`src/rtl/seven_seg_pkg.sv`:
```
// rtl/seven_seg_pkg.sv - segment glyph constants and digit-count limits for seven_seg_scan
package seven_seg_pkg;

    localparam int MIN_DIGITS = 2;
    localparam int MAX_DIGITS = 8;

    // Active-high segment patterns, bit order {g,f,e,d,c,b,a}.
    localparam logic [6:0] SEG_0 = 7'h3F;
    localparam logic [6:0] SEG_1 = 7'h06;
    localparam logic [6:0] SEG_2 = 7'h5B;
    localparam logic [6:0] SEG_3 = 7'h4F;
    localparam logic [6:0] SEG_4 = 7'h66;
    localparam logic [6:0] SEG_5 = 7'h6D;
    localparam logic [6:0] SEG_6 = 7'h7D;
    localparam logic [6:0] SEG_7 = 7'h07;
    localparam logic [6:0] SEG_8 = 7'h7F;
    localparam logic [6:0] SEG_9 = 7'h6F;
    localparam logic [6:0] SEG_A = 7'h77;
    localparam logic [6:0] SEG_B = 7'h7C;
    localparam logic [6:0] SEG_C = 7'h39;
    localparam logic [6:0] SEG_D = 7'h5E;
    localparam logic [6:0] SEG_E = 7'h79;
    localparam logic [6:0] SEG_F = 7'h71;

endpackage

```
`src/rtl/seg_decode.sv`:
```
// rtl/seg_decode.sv - combinational hex nibble to active-high 7-segment pattern
// Ports:
//   nibble_i  4-bit hex digit
//   seg_o     {g,f,e,d,c,b,a}, 1 = segment lit
module seg_decode
    import seven_seg_pkg::*;
(
    input  logic [3:0] nibble_i,
    output logic [6:0] seg_o
);

    always_comb begin
        seg_o = SEG_0;
        case (nibble_i)
            4'h0: seg_o = SEG_0;
            4'h1: seg_o = SEG_1;
            4'h2: seg_o = SEG_2;
            4'h3: seg_o = SEG_3;
            4'h4: seg_o = SEG_4;
            4'h5: seg_o = SEG_5;
            4'h6: seg_o = SEG_6;
            4'h7: seg_o = SEG_7;
            4'h8: seg_o = SEG_8;
            4'h9: seg_o = SEG_9;
            4'hA: seg_o = SEG_A;
            4'hB: seg_o = SEG_B;
            4'hC: seg_o = SEG_C;
            4'hD: seg_o = SEG_D;
            4'hE: seg_o = SEG_E;
            default: seg_o = SEG_F;
        endcase
    end

endmodule

```
`src/rtl/seven_seg_scan.sv`:
```
// rtl/seven_seg_scan.sv - multiplexed hex 7-segment display scanner with frame-aligned value update
// Optional feature macro: LEADING_ZERO_BLANK_EN (blank segments of leading zero digits).
// Ports:
//   clk          system clock, posedge
//   reset        asynchronous active-low reset
//   scan_in      slow divided clock level; each rising edge advances the digit
//   value        hex nibbles, digit 0 in [3:0]
//   value_valid  producer offers value/dp
//   value_ready  pending buffer empty, offer will be taken
//   dp           per-digit decimal point, captured with value
//   blank        turn all digits and dp off
//   an           one-hot digit enables (polarity per ACTIVE_LOW)
//   seg          {g,f,e,d,c,b,a} (polarity per ACTIVE_LOW)
//   dp_out       decimal point of the active digit (polarity per ACTIVE_LOW)
module seven_seg_scan
    import seven_seg_pkg::*;
#(
    parameter int NUM_DIGITS = 4,
    parameter bit ACTIVE_LOW = 1'b1
) (
    input  logic                    clk,
    input  logic                    reset,
    input  logic                    scan_in,
    input  logic [4*NUM_DIGITS-1:0] value,
    input  logic                    value_valid,
    output logic                    value_ready,
    input  logic [NUM_DIGITS-1:0]   dp,
    input  logic                    blank,
    output logic [NUM_DIGITS-1:0]   an,
    output logic [6:0]              seg,
    output logic                    dp_out
);

    localparam int              IW       = $clog2(NUM_DIGITS);
    localparam logic [IW-1:0]   LAST_IDX = IW'(NUM_DIGITS - 1);

    generate
        if (NUM_DIGITS < MIN_DIGITS || NUM_DIGITS > MAX_DIGITS) begin : g_bad_digits
            $error("seven_seg_scan: NUM_DIGITS out of range");
        end
    endgenerate

    logic                    sync1_q, sync2_q, prev_q;
    logic                    tick_q, tick_d;
    logic [IW-1:0]           idx_q, idx_d;
    logic [4*NUM_DIGITS-1:0] disp_q, disp_d, pend_q, pend_d;
    logic [NUM_DIGITS-1:0]   disp_dp_q, disp_dp_d, pend_dp_q, pend_dp_d;
    logic                    pend_full_q, pend_full_d;
    logic                    ready_q, ready_d;
    logic [NUM_DIGITS-1:0]   an_q, an_d;
    logic [6:0]              seg_q, seg_d;
    logic                    dp_out_q, dp_out_d;

    logic                    wrap, xfer;
    logic [3:0]              nibble;
    logic [6:0]              glyph;
    logic [NUM_DIGITS-1:0]   show;
    logic                    show_sel, dp_sel;
    logic [NUM_DIGITS-1:0]   an_act;
    logic [6:0]              seg_act;
    logic                    dp_act;

    // Tick is the registered rising edge of the synchronized scan level.
    assign tick_d = sync2_q & ~prev_q;

    always_comb begin
        wrap        = tick_q && (idx_q == LAST_IDX);
        xfer        = value_valid && ready_q;
        idx_d       = idx_q;
        disp_d      = disp_q;
        disp_dp_d   = disp_dp_q;
        pend_d      = pend_q;
        pend_dp_d   = pend_dp_q;
        pend_full_d = pend_full_q;

        if (tick_q) begin
            idx_d = wrap ? '0 : idx_q + IW'(1);
        end

        // Only swap the displayed frame as the scan returns to digit 0.
        if (wrap && pend_full_q) begin
            disp_d      = pend_q;
            disp_dp_d   = pend_dp_q;
            pend_full_d = 1'b0;
        end

        // ready_q implies pending was empty, so this never collides with the copy above;
        // a transfer on a wrap tick therefore waits a whole frame in pending.
        if (xfer) begin
            pend_d      = value;
            pend_dp_d   = dp;
            pend_full_d = 1'b1;
        end

        ready_d = ~pend_full_d;
    end

`ifdef LEADING_ZERO_BLANK_EN
    logic nz_seen;

    // Walk down from the top digit; a digit is shown once any nibble at or above it is nonzero.
    always_comb begin
        nz_seen = 1'b0;
        show    = '0;
        for (int i = NUM_DIGITS - 1; i >= 0; i--) begin
            nz_seen = nz_seen | (|disp_q[i*4 +: 4]);
            show[i] = nz_seen | (i == 0);
        end
    end
`else
    assign show = '1;
`endif

    always_comb begin
        an_act   = '0;
        nibble   = '0;
        dp_sel   = 1'b0;
        show_sel = 1'b0;
        for (int i = 0; i < NUM_DIGITS; i++) begin
            if (idx_q == IW'(i)) begin
                an_act[i] = 1'b1;
                nibble    = disp_q[i*4 +: 4];
                dp_sel    = disp_dp_q[i];
                show_sel  = show[i];
            end
        end
        seg_act = show_sel ? glyph : 7'h00;
        dp_act  = dp_sel & ~blank;
        if (blank) begin
            an_act = '0;
        end
        an_d     = ACTIVE_LOW ? ~an_act  : an_act;
        seg_d    = ACTIVE_LOW ? ~seg_act : seg_act;
        dp_out_d = ACTIVE_LOW ? ~dp_act  : dp_act;
    end

    seg_decode u_seg_decode (
        .nibble_i (nibble),
        .seg_o    (glyph)
    );

    always_ff @(posedge clk or negedge reset) begin
        if (!reset) begin
            sync1_q     <= 1'b0;
            sync2_q     <= 1'b0;
            prev_q      <= 1'b0;
            tick_q      <= 1'b0;
            idx_q       <= '0;
            disp_q      <= '0;
            disp_dp_q   <= '0;
            pend_q      <= '0;
            pend_dp_q   <= '0;
            pend_full_q <= 1'b0;
            ready_q     <= 1'b1;
            an_q        <= {NUM_DIGITS{ACTIVE_LOW}};
            seg_q       <= {7{ACTIVE_LOW}};
            dp_out_q    <= ACTIVE_LOW;
        end else begin
            sync1_q     <= scan_in;
            sync2_q     <= sync1_q;
            prev_q      <= sync2_q;
            tick_q      <= tick_d;
            idx_q       <= idx_d;
            disp_q      <= disp_d;
            disp_dp_q   <= disp_dp_d;
            pend_q      <= pend_d;
            pend_dp_q   <= pend_dp_d;
            pend_full_q <= pend_full_d;
            ready_q     <= ready_d;
            an_q        <= an_d;
            seg_q       <= seg_d;
            dp_out_q    <= dp_out_d;
        end
    end

    assign value_ready = ready_q;
    assign an          = an_q;
    assign seg         = seg_q;
    assign dp_out      = dp_out_q;

endmodule
```
`config.mk`:
```
export PLATFORM = sky130hd
export DESIGN_NAME = seven_seg_scan
export DESIGN_NICKNAME = d
export VERILOG_FILES = /design/src/rtl/seven_seg_pkg.sv /design/src/rtl/seg_decode.sv /design/src/rtl/seven_seg_scan.sv
export SDC_FILE = /design/constraint.sdc
export NUM_CORES = 1
export LEC_CHECK = 0
export BUFFER_PORTS_ARGS = -buffer_cell sky130_fd_sc_hd__buf_4
export CORE_MARGIN = 2
export CORE_UTILIZATION = 41
export CTS_CLUSTER_SIZE = 14
export DETAILED_ROUTE_END_ITERATION = 10
export PLACE_DENSITY = 0.69
export SYNTH_ARGS = -nofsm -noshare
export SYNTH_HDL_FRONTEND = slang
export SYNTH_SLANG_ARGS = --single-unit
```
`constraint.sdc`:
```
create_clock -name clk -period 2.25 [get_ports clk]
set_input_delay 0.3375 -clock clk [delete_from_list [all_inputs] [get_ports clk]]
set_output_delay 0.3375 -clock clk [all_outputs]
set_load 0.005 [all_outputs]
```
* After elaboration in Yosys (flattened, before gate mapping)
Memory sizes are Yosys's and may differ from the RTL's. Index checks and enable logic that the tools add are counted.
Word-level totals: input port bits 25, ROM bits 112, output and inout port bits 13, memories kept 1, bits in registers 60, word-level logic and storage cells 51
Memory list:
- (name not given) | words 16, bits a word 7, read ports 1, clocked after Yosys merged registers in 0, wr ports 0, RTL line seg_decode.sv:14 | case (nibble_i)
Operators by class: multiplexer cells 20, bitwise logic cells 8, equal/unequal tests 3, add/subtract/negate cells 1, reductions and logical operators 4
Operators by type and width (count):
- $mux W4 | 5
- $mux W1 | 13
- $mux W7 | 1
- $not A7 Y7 | 1
- $eq A2 B2 Y1 const B | 2
- $not A1 Y1 | 4
- $not A4 Y4 | 1
- $logic_and A1 B1 Y1 | 3
- $add A2 B1 Y2 const B | 1
- $and A1 B1 Y1 | 2
- $eq A2 B1 Y1 const B | 1
- $logic_not A2 Y1 | 1
- $mux W2 | 1

* Longest topological paths before layout
Gate-level depths: netlist of the first run. An unclocked memory read counts as a cell.
depth in word-level cells 8, mapped depth 11, gate-level depth less buffers 10

* Cells and area by module
Synthesis of the first run repeated with hierarchy kept, for this count alone.
Second synthesis, totals: cell total of the unflattened synthesis 192, area total of the unflattened synthesis 2695.1 µm²
By module, submodules not included:
- seven_seg_scan | times used 1, cells each 159, sequential area each 1517.7 µm², area each 2412.3 µm²
- seg_decode | times used 1, cells each 33, sequential area each 0.0 µm², area each 282.8 µm²

* Least setup slack after synthesis of the first run
No wires, ideal clock.
path kind register to register, from reg idx_q[0], to reg seg_q[1], in the netlist seg[1], period minus slack after synthesis 2.067 ns, data required time 2.170 ns, setup slack 0.183 ns, stages on the path, launching flop included 10, setup time 0.080 ns, data arrival time 1.988 ns, path buffers 0, path through dfrtp_1 -> inv_1 -> ha_1 -> nor2b_2 -> a22oi_1 -> a221oi_4 -> inv_1 -> ha_1 -> mux2i_1 -> a32o_1
Between the ends: longest elaborated chain between the ends 8, elaborated cells on any way between the ends 15, those cells by class eq/ne: 3; mux: 9; bitwise: 1; reduce/logical: 1; memory: 1
Ends and longest elaborated chain:
- from (decl) | RTL line seven_seg_scan.sv:45 | logic [IW-1:0] idx_q, idx_d;
- from (signal assigned) | RTL line seven_seg_scan.sv:163 | idx_q <= idx_d;
- $logic_not A2 Y1 | RTL line seven_seg_scan.sv:120 | if (idx_q == IW'(i)) begin
- $mux W4 (4 in a row) | RTL line seven_seg_scan.sv:120
- $mem_v2 Z16 W7
- $mux W7 * | RTL line seven_seg_scan.sv:127 | seg_act = show_sel ? glyph : 7'h00;
- $not A7 Y7 * | RTL line seven_seg_scan.sv:133 | seg_d = ACTIVE_LOW ? ~seg_act : seg_act;
- named net seg_d[1] | RTL line seven_seg_scan.sv:51 | logic [6:0] seg_q, seg_d;
- to (signal assigned) | RTL line seven_seg_scan.sv:156 | seg_q <= {7{ACTIVE_LOW}};
- to (signal assigned) | RTL line seven_seg_scan.sv:171 | seg_q <= seg_d;
- to (decl) | RTL line seven_seg_scan.sv:51
The timed path passes the listed nets; every way through them passes the cells marked *. A chain may end at the register's enable or synchronous reset.

* Final worst setup path of the first run
from reg idx_q[1], to reg seg_q[1], in the netlist seg[1]
Same word-level chain as after synthesis.

==> tab_implementation.tex, run 1 <==
\begin{tabular}{lr}
\hline
Metric & Value \\
\hline
\multicolumn{2}{l}{\textbf{Critical path}} \\
Worst Path Class, Setup & reg -> reg \\
Depth of the critical timing path with buffers and inverters included & 9 \\
Critical register-to-register path startpoint & idx\_q[1] \\
Critical-path cell with the highest stage delay & sky130\_fd\_sc\_hd\_\_dfrtp\_1 \\
Reg2reg path depth & 9 \\
Cell family with the largest share of critical-path delay & compound AO/OA/AOI/OAI gates \\
Largest incremental delay on the critical path & about 0.38 ns \\
Required time at the worst-slack endpoint & about 2.5 ns \\
Cell breakdown of the critical path & inv\_1, ha\_1, nor2b\_2, a22oi\_1, a221oi\_4, inv\_1, ha\_1, mux2i\_1, a32o\_1 \\
Crit path max fanout & 8 \\
Buffers plus inverters on the worst setup path & 2 \\
Worst reg-to-reg setup slack & 0.14 ns \\
Worst r2r dst & seg[1] \\
Critical path startpoint & idx\_q[1] \\
Nature of the critical path startpoint & flip-flop \\
Nature of the critical path endpoint & flip-flop \\
Data arrival at the endpoint of the critical path & around 2.4 ns \\
\multicolumn{2}{l}{\textbf{Route}} \\
DRT Wirelength & 4320 um \\
Average wire per standard cell & 13.5 um \\
DRC violation count after routing & 0 \\
Pre-Repair DR Iteration Count & 4 \\
Vias/cell & roughly 4.9 \\
Detailed-route via count & 1,561 \\
Drt initial violations & 75 \\
Number of nets with antenna violations after detailed routing & 0 \\
\multicolumn{2}{l}{\textbf{GRT}} \\
Number of antenna violations at the first check in global routing & 0 \\
Sum of overflow across all layers after global routing & 0 \\
Overall routing resource usage & between 10\% and 20\% \\
Via count of the first global-routing pass & 1,575 \\
First-pass GRT wire length & 7520 um \\
Pin count of the biggest net entering global routing & 61 \\
\multicolumn{2}{l}{\textbf{Place}} \\
Final GP Congestion & between 0.8 and 0.9 \\
Number of buffers inserted by port buffering & 37 \\
Placed wire-length estimate after detailed placement & 3070 um \\
Placed insts & between 300 and 400 \\
Cell area after placement & 3000 um2 \\
\multicolumn{2}{l}{\textbf{Floorplanning}} \\
Die height & 83.7 um \\
Total I/O pin count & 38 \\
Area of the placeable core & 6240 um2 \\
Number of placement rows & 29 \\
Starting density of the core & between 40\% and 50\% \\
Die extent in x & 83.7 um \\
DIE AREA & 7010 um2 \\
\multicolumn{2}{l}{\textbf{Power}} \\
Power Dens Cells & 1490 nW/um2 \\
Worst vdd rail ir drop & just under 0.9 mV \\
Leakage component of the power & between 1 and 1.5 nW \\
Overall power & roughly 0.0048 W \\
\multicolumn{2}{l}{\textbf{Clock tree}} \\
CTS clock-pin slew for the worst setup and hold paths & roughly 0.060 ns \\
Clock tree from TritonCTS & done \\
Root buf cell & sky130\_fd\_sc\_hd\_\_clkbuf\_8 \\
Number of sinks handled by clock tree synthesis & 60 \\
Number of H-tree levels & 3 \\
Maximum root-to-sink buffer count & 2 \\
Clock insertion delay at the later pin of the skew report & 0.34 ns \\
Clock buffer count from CTS & 9 \\
\multicolumn{2}{l}{\textbf{Finish}} \\
Layout cells sized above 1 & 52.3\% \\
N\_diodes & 0 \\
Final cell count without fillers & 320 \\
Area overhead of the layout relative to synthesis & 23.6\% \\
Filler Cells Inserted & 541 \\
Post-Layout Inst Area & 3220 um2 \\
Number of nets in the layout & 274 \\
\multicolumn{2}{l}{\textbf{Timing}} \\
Worst Clk Skew & 0.00699 ns \\
Worst Max-Slew Pin Slew & 0.735 ns \\
Final Hold Violating Endpoints & 0 \\
Timing-limited maximum frequency & 0.475 GHz \\
Max-slew violation count & 0 \\
Count of final setup violators & 0 \\
Slew headroom & approximately half \\
Final critical-path share of the clock period & 93.6\% \\
Fin crit period & $\sim$2.1 ns \\
\multicolumn{2}{l}{\textbf{Yosys}} \\
Primary FF master, synth & sky130\_fd\_sc\_hd\_\_dfrtp\_1 \\
Post-synth EDFFs & 0 \\
Distinct cells, synth & 33 \\
Synthesized-area fraction occupied by and/or/nand/nor cells & 6.34\% \\
Post-synth top area share & 45.1\% \\
Synthesized flop and latch total & 60 \\
Multiplexer area fraction after synthesis & approximately 20\% \\
Share of synthesized area occupied by flip-flops and latches & 58.3\% \\
Count leader, synth & sky130\_fd\_sc\_hd\_\_dfrtp\_1 \\
Commonest cells in the synthesized netlist & sky130\_fd\_sc\_hd\_\_dfrtp\_1, sky130\_fd\_sc\_hd\_\_mux2\_2, sky130\_fd\_sc\_hd\_\_dfstp\_2 \\
Mapped Avg Cell Area & 13.9 um2 \\
Top post-synthesis cells by area & sky130\_fd\_sc\_hd\_\_dfrtp\_1, sky130\_fd\_sc\_hd\_\_mux2\_2, sky130\_fd\_sc\_hd\_\_dfstp\_2, sky130\_fd\_sc\_hd\_\_ha\_1, sky130\_fd\_sc\_hd\_\_mux2i\_1 \\
Largest family of logic cells by synthesized area & multiplexers \\
Async set-reset flop share out of synthesis & between 90\% and 100\% \\
Synthesized instance count & between 150 and 200 \\
Post-synth design cell area & 2600 um2 \\
Xor and xnor area share after synthesis & 0.336\% \\
Complex-gate fraction of the synthesized area & under 10\% \\
Adder and majority gate portion of the synthesized area & 4.80\% \\
Yosys warns & 0 \\
Top cell type by total area after synthesis & sky130\_fd\_sc\_hd\_\_dfrtp\_1 \\
Syn nets & 222 \\
\multicolumn{2}{l}{\textbf{Outcome}} \\
Result of the run & finished, final reports clean \\
\multicolumn{2}{l}{\textbf{Run}} \\
Number of max-cap violations & 0 \\
\multicolumn{2}{l}{\textbf{Worst hold path}} \\
Worst min-delay path category & in -> async \\
\hline
\end{tabular}
## per-stage QoR
| step | setup slack [ns] | TNS, ns | hold WS, ns | utilization [%] |
|---|---|---|---|---|
| after floorplan | 0.183 | 0 | 0.0419 | - |
| after global placement | 0.118 | 0 | 0.333 | 48.0 |
| after detailed placement | 0.0254 | 0 | 0.338 | 48.0 |
| after CTS | 0.0137 | 0 | 0.0896 | 51.3 |
| after global routing | -0.00290 | -0.00290 | 0.0869 | 51.6 |
| final | 0.144 | 0 | 0.0623 | 51.6 |
## power breakdown
| group | internal, W | switching (W) | total (W) | leakage [nW] |
|---|---|---|---|---|
| clock network | 0.000613 | 0.000405 | 0.00102 | 0.102 |
| logic | 0.00104 | 0.000874 | 0.00191 | 0.662 |
| registers | 0.00161 | 0.000238 | 0.00185 | 0.713 |
| total | 0.00327 | 0.00152 | 0.00478 | 1.48 |
## how the worst max path moves through the flow
stage	endpoint	slack, ns
after floorplan	seg[1]	0.18
after global placement	seg[1]	0.12
after detailed placement	seg[1]	0.03
after CTS	seg[1]	0.01
after global routing	seg[1]	-0.003
final	seg[1]	0.14
## worst reg2reg max path: stages (launching register included)
cell and delay, ns:
sky130_fd_sc_hd__dfrtp_1 0.38, sky130_fd_sc_hd__inv_1 0.09, sky130_fd_sc_hd__ha_1 0.28, sky130_fd_sc_hd__nor2b_2 0.16
sky130_fd_sc_hd__a22oi_1 0.11, sky130_fd_sc_hd__a221oi_4 0.30, sky130_fd_sc_hd__inv_1 0.15, sky130_fd_sc_hd__ha_1 0.32
sky130_fd_sc_hd__mux2i_1 0.06, sky130_fd_sc_hd__a32o_1 0.20
## area by class of cell
cell class	count	area, um2	area share, %
Sequential cell	60	1520	47.1
Multi-Input combinational cell	109	1000	31.0
Timing Repair Buffer	48	360	11.2
Clock buffer	10	128	3.96
Tap cell	77	96.3	2.99
Clock inverter	5	77.6	2.41
Inverter	11	41.3	1.28
## state kept, by name, indices dropped and copies added, names as in the netlist, 2 cells and up
signal and flops:
pend_dp_q 4, disp_q 16, pend_q 16, disp_dp_q 4, an 4, idx_q 2
seg 7
## placed cells by master (no fill, tap or decap), types with 2 or more instances in the layout
| master | n |
|---|---|
| sky130_fd_sc_hd__nand2_1 | 11 |
| sky130_fd_sc_hd__o211ai_2 | 2 |
| sky130_fd_sc_hd__bufinv_16 | 2 |
| sky130_fd_sc_hd__mux2i_1 | 7 |
| sky130_fd_sc_hd__o21ai_0 | 3 |
| sky130_fd_sc_hd__ha_1 | 8 |
| sky130_fd_sc_hd__inv_1 | 10 |
| sky130_fd_sc_hd__dfrtp_1 | 47 |
| sky130_fd_sc_hd__dfstp_2 | 13 |
| sky130_fd_sc_hd__buf_4 | 48 |
| sky130_fd_sc_hd__nor3_1 | 2 |
| sky130_fd_sc_hd__clkbuf_8 | 9 |
| sky130_fd_sc_hd__clkinv_2 | 2 |
| sky130_fd_sc_hd__mux2_2 | 40 |
| sky130_fd_sc_hd__o21ai_1 | 2 |
| sky130_fd_sc_hd__ha_2 | 2 |
| sky130_fd_sc_hd__nand2b_1 | 6 |
| sky130_fd_sc_hd__nand3_1 | 3 |
| sky130_fd_sc_hd__nor2b_1 | 2 |
| sky130_fd_sc_hd__o22ai_1 | 5 |
| sky130_fd_sc_hd__a21oi_1 | 2 |
## logic make-up (layout without fill, tap and decap cells)
logic type                 Yosys count  count (layout)
and+or+nand+nor                     30              30
xor gates and xnor gates             1               1
AOI/OAI and AO/OA                   21              21
buffers and inverters               18              74
DFF                                 60              60
muxes                               47              47
adders and majority gates           10              10
## per-layer routing
| layer | GRT usage [%] | up-vias | part of all wire, % |
|---|---|---|---|
| li1 | - | 754 | - |
| met3 | 4.25 | 10 | 4.0 |
| met5 | 0 | - | 0 |
| met2 | 20.9 | 34 | 47 |
| met1 | 18.1 | 763 | 46 |
| met4 | 7.92 | 0 | 2.5 |
## timing repair
action,4_1_cts,5_1_grt
hold endpoints to repair,0,0
hold buffers,0,0
buffers inserted,0,2
resized for setup,0,4
endpoints found under the setup margin,0,6
Note: power is estimated with default switching activity, not from simulation.
==> run 2: changes to the inputs <==
ABC_CLOCK_PERIOD_IN_PS = 2250   (was unset)
CORE_UTILIZATION = 45   (was 41)
PLACE_DENSITY = 0.74   (was 0.69)
==> tab_implementation.tex, run 2 (synthesis gave the netlist of run 1 again) <==
\begin{tabular}{lr}
\hline
Metric & Value \\
\hline
\multicolumn{2}{l}{\textbf{Route}} \\
Average wire per standard cell & 13.3 um (was 13.5 um) \\
Number of nets with antenna violations after detailed routing & 0 (unchanged) \\
Drt initial violations & 34 (was 75) \\
Pre-Repair DR Iteration Count & 4 (unchanged) \\
DRC violation count after routing & 0 (unchanged) \\
DRT Wirelength & 4150 um (was 4320 um) \\
Vias/cell & 4.90 (was 4.88) \\
Detailed-route via count & 1,528 (was 1,561) \\
\multicolumn{2}{l}{\textbf{GRT}} \\
Via count of the first global-routing pass & 1,546 (was 1,575) \\
Overall routing resource usage & 14.7\% (was 14.0\%) \\
Number of antenna violations at the first check in global routing & 0 (unchanged) \\
Sum of overflow across all layers after global routing & 0 (unchanged) \\
Pin count of the biggest net entering global routing & 61 (unchanged) \\
First-pass GRT wire length & 7070 um (was 7520 um) \\
\multicolumn{2}{l}{\textbf{Critical path}} \\
Reg2reg path depth & 7 (was 9) \\
Cell breakdown of the critical path & ha\_1, nor3\_1, a221oi\_4, inv\_1, ha\_1, mux2i\_1, a32o\_1 (was inv\_1, ha\_1, nor2b\_2, a22oi\_1, a221oi\_4, inv\_1, ha\_1, mux2i\_1, a32o\_1) \\
Worst r2r dst & seg[1] (unchanged) \\
Crit path max fanout & 13 (was 8) \\
Cell with the most instances on the worst path & sky130\_fd\_sc\_hd\_\_ha\_1 \\
Worst Path Class, Setup & reg -> reg (unchanged) \\
Data arrival at the endpoint of the critical path & 2.31 ns (was 2.38 ns) \\
Critical-path cell with the highest stage delay & sky130\_fd\_sc\_hd\_\_ha\_1 (was sky130\_fd\_sc\_hd\_\_dfrtp\_1) \\
Nature of the critical path startpoint & flip-flop (unchanged) \\
Required time at the worst-slack endpoint & 2.51 ns (was 2.52 ns) \\
Nature of the critical path endpoint & flip-flop (unchanged) \\
Largest incremental delay on the critical path & 0.52 ns (was 0.38 ns) \\
Worst reg-to-reg setup slack & 0.20 ns (was 0.14 ns) \\
Critical register-to-register path startpoint & idx\_q[0] (was idx\_q[1]) \\
Critical path startpoint & idx\_q[0] (was idx\_q[1]) \\
\multicolumn{2}{l}{\textbf{Clock tree}} \\
Number of H-tree levels & 3 (unchanged) \\
\# Post-CTS Setup Buffers & 0 (unchanged) \\
Maximum root-to-sink buffer count & 2 (unchanged) \\
Number of sinks handled by clock tree synthesis & 60 (unchanged) \\
Clock insertion delay at the later pin of the skew report & 0.32 ns (was 0.34 ns) \\
CTS clock-pin slew for the worst setup and hold paths & 0.06 ns (about the same) \\
Root buf cell & sky130\_fd\_sc\_hd\_\_clkbuf\_8 (unchanged) \\
Clock buffer count from CTS & 9 (unchanged) \\
Clock tree from TritonCTS & done (unchanged) \\
\# hold bufs at CTS & 0 (unchanged) \\
\multicolumn{2}{l}{\textbf{Place}} \\
Number of buffers inserted by port buffering & 37 (unchanged) \\
Placed wire-length estimate after detailed placement & 3000 um (was 3070 um) \\
Final GP Congestion & 0.837 (was 0.841) \\
\multicolumn{2}{l}{\textbf{Timing}} \\
RSZ-0062 raised after global routing & no \\
Final critical-path share of the clock period & 91.3\% (was 93.6\%) \\
Max-slew violation count & 0 (unchanged) \\
Fin crit period & 2.05 ns (was 2.11 ns) \\
Slew headroom & 52.8\% (was 51.0\%) \\
Count of final setup violators & 0 (unchanged) \\
Final Hold Violating Endpoints & 0 (unchanged) \\
Worst Max-Slew Pin Slew & 0.709 ns (was 0.735 ns) \\
Worst Clk Skew & 0.00659 ns (was 0.00699 ns) \\
Timing-limited maximum frequency & 0.487 GHz (was 0.475 GHz) \\
Sum of negative setup slack & 0 ns (unchanged) \\
\multicolumn{2}{l}{\textbf{Floorplanning}} \\
Number of placement rows & 27 (was 29) \\
Die extent in x & 80.1 um (was 83.7 um) \\
Starting density of the core & 47.0\% (was 41.7\%) \\
Area of the placeable core & 5540 um2 (was 6240 um2) \\
DIE AREA & 6410 um2 (was 7010 um2) \\
Die height & 80.1 um (was 83.7 um) \\
Total I/O pin count & 38 (unchanged) \\
\multicolumn{2}{l}{\textbf{Finish}} \\
Commonest non-fill, non-tap cell in the layout & sky130\_fd\_sc\_hd\_\_dfrtp\_1 (was sky130\_fd\_sc\_hd\_\_buf\_4) \\
Commonest cells after routing, fill and taps aside & sky130\_fd\_sc\_hd\_\_dfrtp\_1, sky130\_fd\_sc\_hd\_\_buf\_4, sky130\_fd\_sc\_hd\_\_mux2\_2, sky130\_fd\_sc\_hd\_\_dfstp\_2 (was sky130\_fd\_sc\_hd\_\_buf\_4, sky130\_fd\_sc\_hd\_\_dfrtp\_1, sky130\_fd\_sc\_hd\_\_mux2\_2, sky130\_fd\_sc\_hd\_\_dfstp\_2, sky130\_fd\_sc\_hd\_\_nand2\_1) \\
Filler Cells Inserted & 494 (was 541) \\
N\_diodes & 0 (unchanged) \\
Area used by sequential logic in the layout & 1520 um2 (unchanged) \\
Core utilization of the finished layout & 57.0\% (was 51.6\%) \\
Layout cells sized above 1 & 51.7\% (was 52.3\%) \\
Area occupied by multi-input gates & 1000 um2 (about the same) \\
Number of nets in the layout & 270 (was 274) \\
Area overhead of the layout relative to synthesis & 21.2\% (was 23.6\%) \\
\multicolumn{2}{l}{\textbf{Run}} \\
Number of max-cap violations & 0 (unchanged) \\
\multicolumn{2}{l}{\textbf{Outcome}} \\
Result of the run & finished, final reports clean (unchanged) \\
\multicolumn{2}{l}{\textbf{Power}} \\
Worst vdd rail ir drop & 0.697 mV (was 0.885 mV) \\
Power Dens Cells & 1440 nW/um2 (was 1490 nW/um2) \\
Leakage component of the power & 1.44 nW (was 1.48 nW) \\
\multicolumn{2}{l}{\textbf{Worst hold path}} \\
Worst min-delay path category & in -> async (unchanged) \\
\hline
\end{tabular}
[run 2: changes by cell type in the layout (fill, tap and decap cells not counted), sizes merged]
cell      before  now
buf           48   44
bufinv         2    0
clkbuf        10   14
clkinvlp       1    0
[run 2: critical path: cells and delay by family, from the launching register on]
family                   cells  cell delay, ns
multiplexers                 1            0.07
adder cells (fa/ha/maj)      2            0.84
flip-flops                   1            0.38
AO/OA/AOI/OAI                2            0.42
buffers and inverters        1            0.13
AND/OR/NAND/NOR              1            0.15
[run 2: worst max path at each step]
stage                     slack (ns)     end  cells past startpoint
after floorplan                 0.18  seg[1]                      9
after global placement          0.19  seg[5]                      9
after detailed placement        0.13  seg[1]                      8
after CTS                       0.12  seg[1]                      8
after global routing            0.04  seg[1]                      7
final                           0.20  seg[1]                      7
[run 2: final cells by class]
| type | count | area share (%) |
|---|---|---|
| inverters | 11 | 1.31 |
| multi-input cells | 109 | 31.8 |
| well taps | 72 | 2.85 |
| clock buffers | 14 | 5.15 |
| flip-flops and latches | 60 | 48.1 |
| clock inverters | 2 | 0.317 |
| repair buffers | 44 | 10.5 |
[run 2: timing repair]
action                                 4_1_cts  5_1_grt
endpoints found under the hold margin        0        0
resized for setup                            0        5
setup endpoints to repair                    0        6
[run 2: metrics by stage]
step | area [um2] | worst slack [ns] | hold slack, ns | total power (W) | instances
floorplan | 2610 | 0.183 | 0.0419 | 0.00322 | 187
global placement | 2970 | 0.186 | 0.333 | 0.00367 | 296
detailed placement | 2970 | 0.129 | 0.337 | 0.00375 | 296
CTS | 3150 | 0.117 | 0.0853 | 0.00459 | 312
global route | 3160 | 0.0417 | 0.0843 | 0.00490 | 312
finish | 3160 | 0.197 | 0.0772 | 0.00455 | 312
[run 2: where the power goes]
group	internal, W	switching (W)	leakage, nW
Sequential	0.00161	0.000242	0.713
Combinational	0.00101	0.000860	0.639
Clock	0.000457	0.000369	0.0905
Total	0.00308	0.00147	1.44
[run 2: routing by layer]
layer | vias to the layer above | GRT usage (%) | routed length, um
li1 | 746 | - | -
met1 | 739 | 18.3 | 1900
met2 | 39 | 22.8 | 1980
met3 | 4 | 6.29 | 226
met4 | 0 | 5.59 | 43
met5 | - | 0 | 0
==> run 3: changes to the inputs <==
SYNTH_HIERARCHICAL = 1   (was unset)
==> tab_implementation.tex, run 3 <==
\begin{tabular}{lr}
\hline
Metric & Value \\
\hline
\multicolumn{2}{l}{\textbf{Clock tree}} \\
Root buf cell & sky130\_fd\_sc\_hd\_\_clkbuf\_8 (unchanged) \\
Clock insertion delay at the later pin of the skew report & 0.35 ns (was 0.32 ns) \\
Number of sinks handled by clock tree synthesis & 60 (unchanged) \\
Maximum root-to-sink buffer count & 2 (unchanged) \\
Number of H-tree levels & 3 (unchanged) \\
Clock tree from TritonCTS & done (unchanged) \\
Clock buffer count from CTS & 9 (unchanged) \\
\# hold bufs at CTS & 0 (unchanged) \\
CTS clock-pin slew for the worst setup and hold paths & 0.07 ns (was 0.06 ns) \\
\multicolumn{2}{l}{\textbf{GRT}} \\
Number of antenna violations at the first check in global routing & 0 (unchanged) \\
Via count of the first global-routing pass & 1,626 (was 1,546) \\
Overall routing resource usage & 16.2\% (was 14.7\%) \\
Pin count of the biggest net entering global routing & 61 (unchanged) \\
First-pass GRT wire length & 7710 um (was 7070 um) \\
Sum of overflow across all layers after global routing & 0 (unchanged) \\
\multicolumn{2}{l}{\textbf{Timing}} \\
Fin crit period & 2.21 ns (was 2.05 ns) \\
Slew headroom & 52.4\% (was 52.8\%) \\
Final critical-path share of the clock period & 98.3\% (was 91.3\%) \\
Fin worst setup slack & 0.0374 ns (was 0.197 ns) \\
Final Hold Violating Endpoints & 0 (unchanged) \\
Count of final setup violators & 0 (unchanged) \\
Worst Clk Skew & 0.00758 ns (was 0.00659 ns) \\
Worst Max-Slew Pin Slew & 0.714 ns (was 0.709 ns) \\
Timing-limited maximum frequency & 0.452 GHz (was 0.487 GHz) \\
Max-slew violation count & 0 (unchanged) \\
\multicolumn{2}{l}{\textbf{Power}} \\
Switching pwr & 0.00172 W (was 0.00147 W) \\
Seq pwr share & 36.3\% (was 40.8\%) \\
Sw Share & 33.2\% (was 32.3\%) \\
Power Dens Cells & 1480 nW/um2 (was 1440 nW/um2) \\
Relative contribution of the clock network to total power & 15.8\% (was 18.2\%) \\
Leakage component of the power & 1.69 nW (was 1.44 nW) \\
Worst vdd rail ir drop & 0.600 mV (was 0.697 mV) \\
Share of power burned in combinational logic & 47.9\% (was 41.0\%) \\
Cell-internal power & 0.00347 W (was 0.00308 W) \\
\multicolumn{2}{l}{\textbf{Yosys}} \\
Primary FF master, synth & sky130\_fd\_sc\_hd\_\_dfrtp\_1 (unchanged) \\
Synthesized flop and latch total & 60 (unchanged) \\
Mapped Avg Cell Area & 14.0 um2 (was 13.9 um2) \\
Distinct cells, synth & 33 (unchanged) \\
Syn nets & 228 (was 222) \\
Post-synth design cell area & 2700 um2 (was 2600 um2) \\
Post-synth top area share & 43.6\% (was 45.1\%) \\
Synthesized instance count & 192 (was 187) \\
Commonest cells in the synthesized netlist & sky130\_fd\_sc\_hd\_\_dfrtp\_1, sky130\_fd\_sc\_hd\_\_mux2\_4, sky130\_fd\_sc\_hd\_\_inv\_1 (was sky130\_fd\_sc\_hd\_\_dfrtp\_1, sky130\_fd\_sc\_hd\_\_mux2\_2, sky130\_fd\_sc\_hd\_\_dfstp\_2) \\
Async set-reset flop share out of synthesis & 100\% (unchanged) \\
Post-synth EDFFs & 0 (unchanged) \\
Count leader, synth & sky130\_fd\_sc\_hd\_\_dfrtp\_1 (unchanged) \\
Share of synthesized area occupied by flip-flops and latches & 56.3\% (was 58.3\%) \\
Top post-synthesis cells by area & sky130\_fd\_sc\_hd\_\_dfrtp\_1, sky130\_fd\_sc\_hd\_\_dfstp\_2, sky130\_fd\_sc\_hd\_\_mux2\_4, sky130\_fd\_sc\_hd\_\_mux2\_1, sky130\_fd\_sc\_hd\_\_ha\_1 (was sky130\_fd\_sc\_hd\_\_dfrtp\_1, sky130\_fd\_sc\_hd\_\_mux2\_2, sky130\_fd\_sc\_hd\_\_dfstp\_2, sky130\_fd\_sc\_hd\_\_ha\_1, sky130\_fd\_sc\_hd\_\_mux2i\_1) \\
Top cell type by total area after synthesis & sky130\_fd\_sc\_hd\_\_dfrtp\_1 (unchanged) \\
Yosys warns & 6 (was 0) \\
\multicolumn{2}{l}{\textbf{Place}} \\
Final GP Congestion & 0.849 (was 0.837) \\
Placed insts & 310 (was 296) \\
Minimum setup slack after placement & -0.0895 ns (was 0.129 ns) \\
Number of buffers inserted by port buffering & 37 (unchanged) \\
Placed wire-length estimate after detailed placement & 3070 um (was 3000 um) \\
\multicolumn{2}{l}{\textbf{Route}} \\
Detailed-route via count & 1,667 (was 1,528) \\
Average wire per standard cell & 14.3 um (was 13.3 um) \\
Pre-Repair DR Iteration Count & 4 (unchanged) \\
Vias/cell & 4.92 (was 4.90) \\
Number of nets with antenna violations after detailed routing & 0 (unchanged) \\
Drt initial violations & 54 (was 34) \\
DRC violation count after routing & 0 (unchanged) \\
DRT Wirelength & 4840 um (was 4150 um) \\
\multicolumn{2}{l}{\textbf{Critical path}} \\
Critical register-to-register path startpoint & idx\_q[0] (unchanged) \\
Cell breakdown of the critical path & inv\_4, ha\_4, nor2b\_4, a221oi\_2, o31ai\_4, inv\_2, ha\_4, mux4\_2, inv\_2 (was ha\_1, nor3\_1, a221oi\_4, inv\_1, ha\_1, mux2i\_1, a32o\_1) \\
Worst r2r dst & seg[3] (was seg[1]) \\
Crit path max fanout & 4 (was 13) \\
Cell family with the largest share of critical-path delay & flip-flops (was adder cells) \\
Reg2reg path depth & 9 (was 7) \\
Data arrival at the endpoint of the critical path & 2.51 ns (was 2.31 ns) \\
Critical-path cell with the highest stage delay & sky130\_fd\_sc\_hd\_\_dfrtp\_2 (was sky130\_fd\_sc\_hd\_\_ha\_1) \\
Required time at the worst-slack endpoint & 2.55 ns (was 2.51 ns) \\
Largest incremental delay on the critical path & 0.45 ns (was 0.52 ns) \\
Buffers plus inverters on the worst setup path & 3 (was 1) \\
Worst reg-to-reg setup slack & 0.04 ns (was 0.20 ns) \\
Worst Path Class, Setup & reg -> reg (unchanged) \\
Nature of the critical path startpoint & flip-flop (unchanged) \\
Nature of the critical path endpoint & flip-flop (unchanged) \\
\multicolumn{2}{l}{\textbf{Outcome}} \\
Result of the run & finished, final reports clean (unchanged) \\
\multicolumn{2}{l}{\textbf{Finish}} \\
Area overhead of the layout relative to synthesis & 29.9\% (was 21.2\%) \\
Final cell count without fillers & 339 (was 312) \\
Layout cells sized above 1 & 54.2\% (was 51.7\%) \\
Commonest cells after routing, fill and taps aside & sky130\_fd\_sc\_hd\_\_buf\_4, sky130\_fd\_sc\_hd\_\_dfrtp\_1, sky130\_fd\_sc\_hd\_\_mux2\_4, sky130\_fd\_sc\_hd\_\_mux2\_1, sky130\_fd\_sc\_hd\_\_dfstp\_2 (was sky130\_fd\_sc\_hd\_\_dfrtp\_1, sky130\_fd\_sc\_hd\_\_buf\_4, sky130\_fd\_sc\_hd\_\_mux2\_2, sky130\_fd\_sc\_hd\_\_dfstp\_2) \\
N\_diodes & 0 (unchanged) \\
Filler Cells Inserted & 475 (was 494) \\
Number of nets in the layout & 295 (was 270) \\
Commonest non-fill, non-tap cell in the layout & sky130\_fd\_sc\_hd\_\_buf\_4 (was sky130\_fd\_sc\_hd\_\_dfrtp\_1) \\
\multicolumn{2}{l}{\textbf{Floorplanning}} \\
Die extent in x & 81.4 um (was 80.1 um) \\
Die height & 81.4 um (was 80.1 um) \\
Area of the placeable core & 5850 um2 (was 5540 um2) \\
Total I/O pin count & 38 (unchanged) \\
Starting density of the core & 46.1\% (was 47.0\%) \\
Number of placement rows & 28 (was 27) \\
DIE AREA & 6620 um2 (was 6410 um2) \\
\multicolumn{2}{l}{\textbf{Run}} \\
Number of max-cap violations & 0 (unchanged) \\
\multicolumn{2}{l}{\textbf{Worst hold path}} \\
Worst min-delay path category & in -> async (unchanged) \\
\hline
\end{tabular}
run 3: kinds of logic (layout without fill, tap and decap cells):
kind of cell | after synthesis | in the layout | synth area share (%)
compound gates | 20 | 20 | 5.62
fa+ha+maj | 11 | 11 | 5.11
buf+inv | 25 | 97 | 4.69
flops | 60 | 60 | 56.3
mux | 46 | 46 | 22.3
simple gates | 30 | 30 | 5.94
run 3: worst max path at each step:
stage	start	endpoint	slack, ns	depth (start not counted)
after floorplan	idx_q[0]	seg[3]	0.006	9
after global placement	idx_q[0]	seg[3]	0.004	9
after detailed placement	idx_q[0]	seg[3]	-0.09	9
after CTS	idx_q[1]	seg[3]	0.006	9
after global routing	idx_q[0]	seg[4]	-0.07	12
final	idx_q[0]	seg[3]	0.04	9
run 3: timing repair:
item,CTS,global route
pin swaps,2,6
gates resized for setup,7,20
setup buffers,3,10
endpoints found under the setup margin,2,6
cloned,0,0
run 3: routing by layer:
layer	GRT usage [%]	vias to the layer above	wire length, um
li1	-	792	-
met1	20.4	817	2110
met2	23.7	43	2350
met3	6.78	15	245
met4	8.64	0	134
met5	0	-	0
run 3: power groups by stage:
stage | clock network (W) | logic (W) | registers [W]
finish | 0.000820 | 0.00248 | 0.00188
global route | 0.000903 | 0.00275 | 0.00194
CTS | 0.000843 | 0.00209 | 0.00187
detailed placement | 0 | 0.00199 | 0.00189
global placement | 0 | 0.00192 | 0.00187
floorplan | 0 | 0.00146 | 0.00181
run 3: area by class of cell:
class | count | area (um2) | share of cell area (%)
inverters | 17 | 68.8 | 1.96
flip-flops and latches | 60 | 1520 | 43.4
multi-input cells | 107 | 1180 | 33.6
well taps | 75 | 93.8 | 2.68
clock inverters | 3 | 15.0 | 0.429
repair buffers | 64 | 480 | 13.7
clock buffers | 13 | 149 | 4.25
run 3: stage by stage:
stage,total power [W],TNS (ns),hold WS [ns],util (%),cell area [um2]
finish,0.00519,0,0.0410,59.9,3500
global placement,0.00379,0,0.333,53.3,3120
global route,0.00560,-0.182,0.0726,59.9,3500
floorplan,0.00327,0,0.0419,-,2700
detailed placement,0.00387,-0.0904,0.340,53.3,3120
CTS,0.00481,0,0.0599,56.8,3320
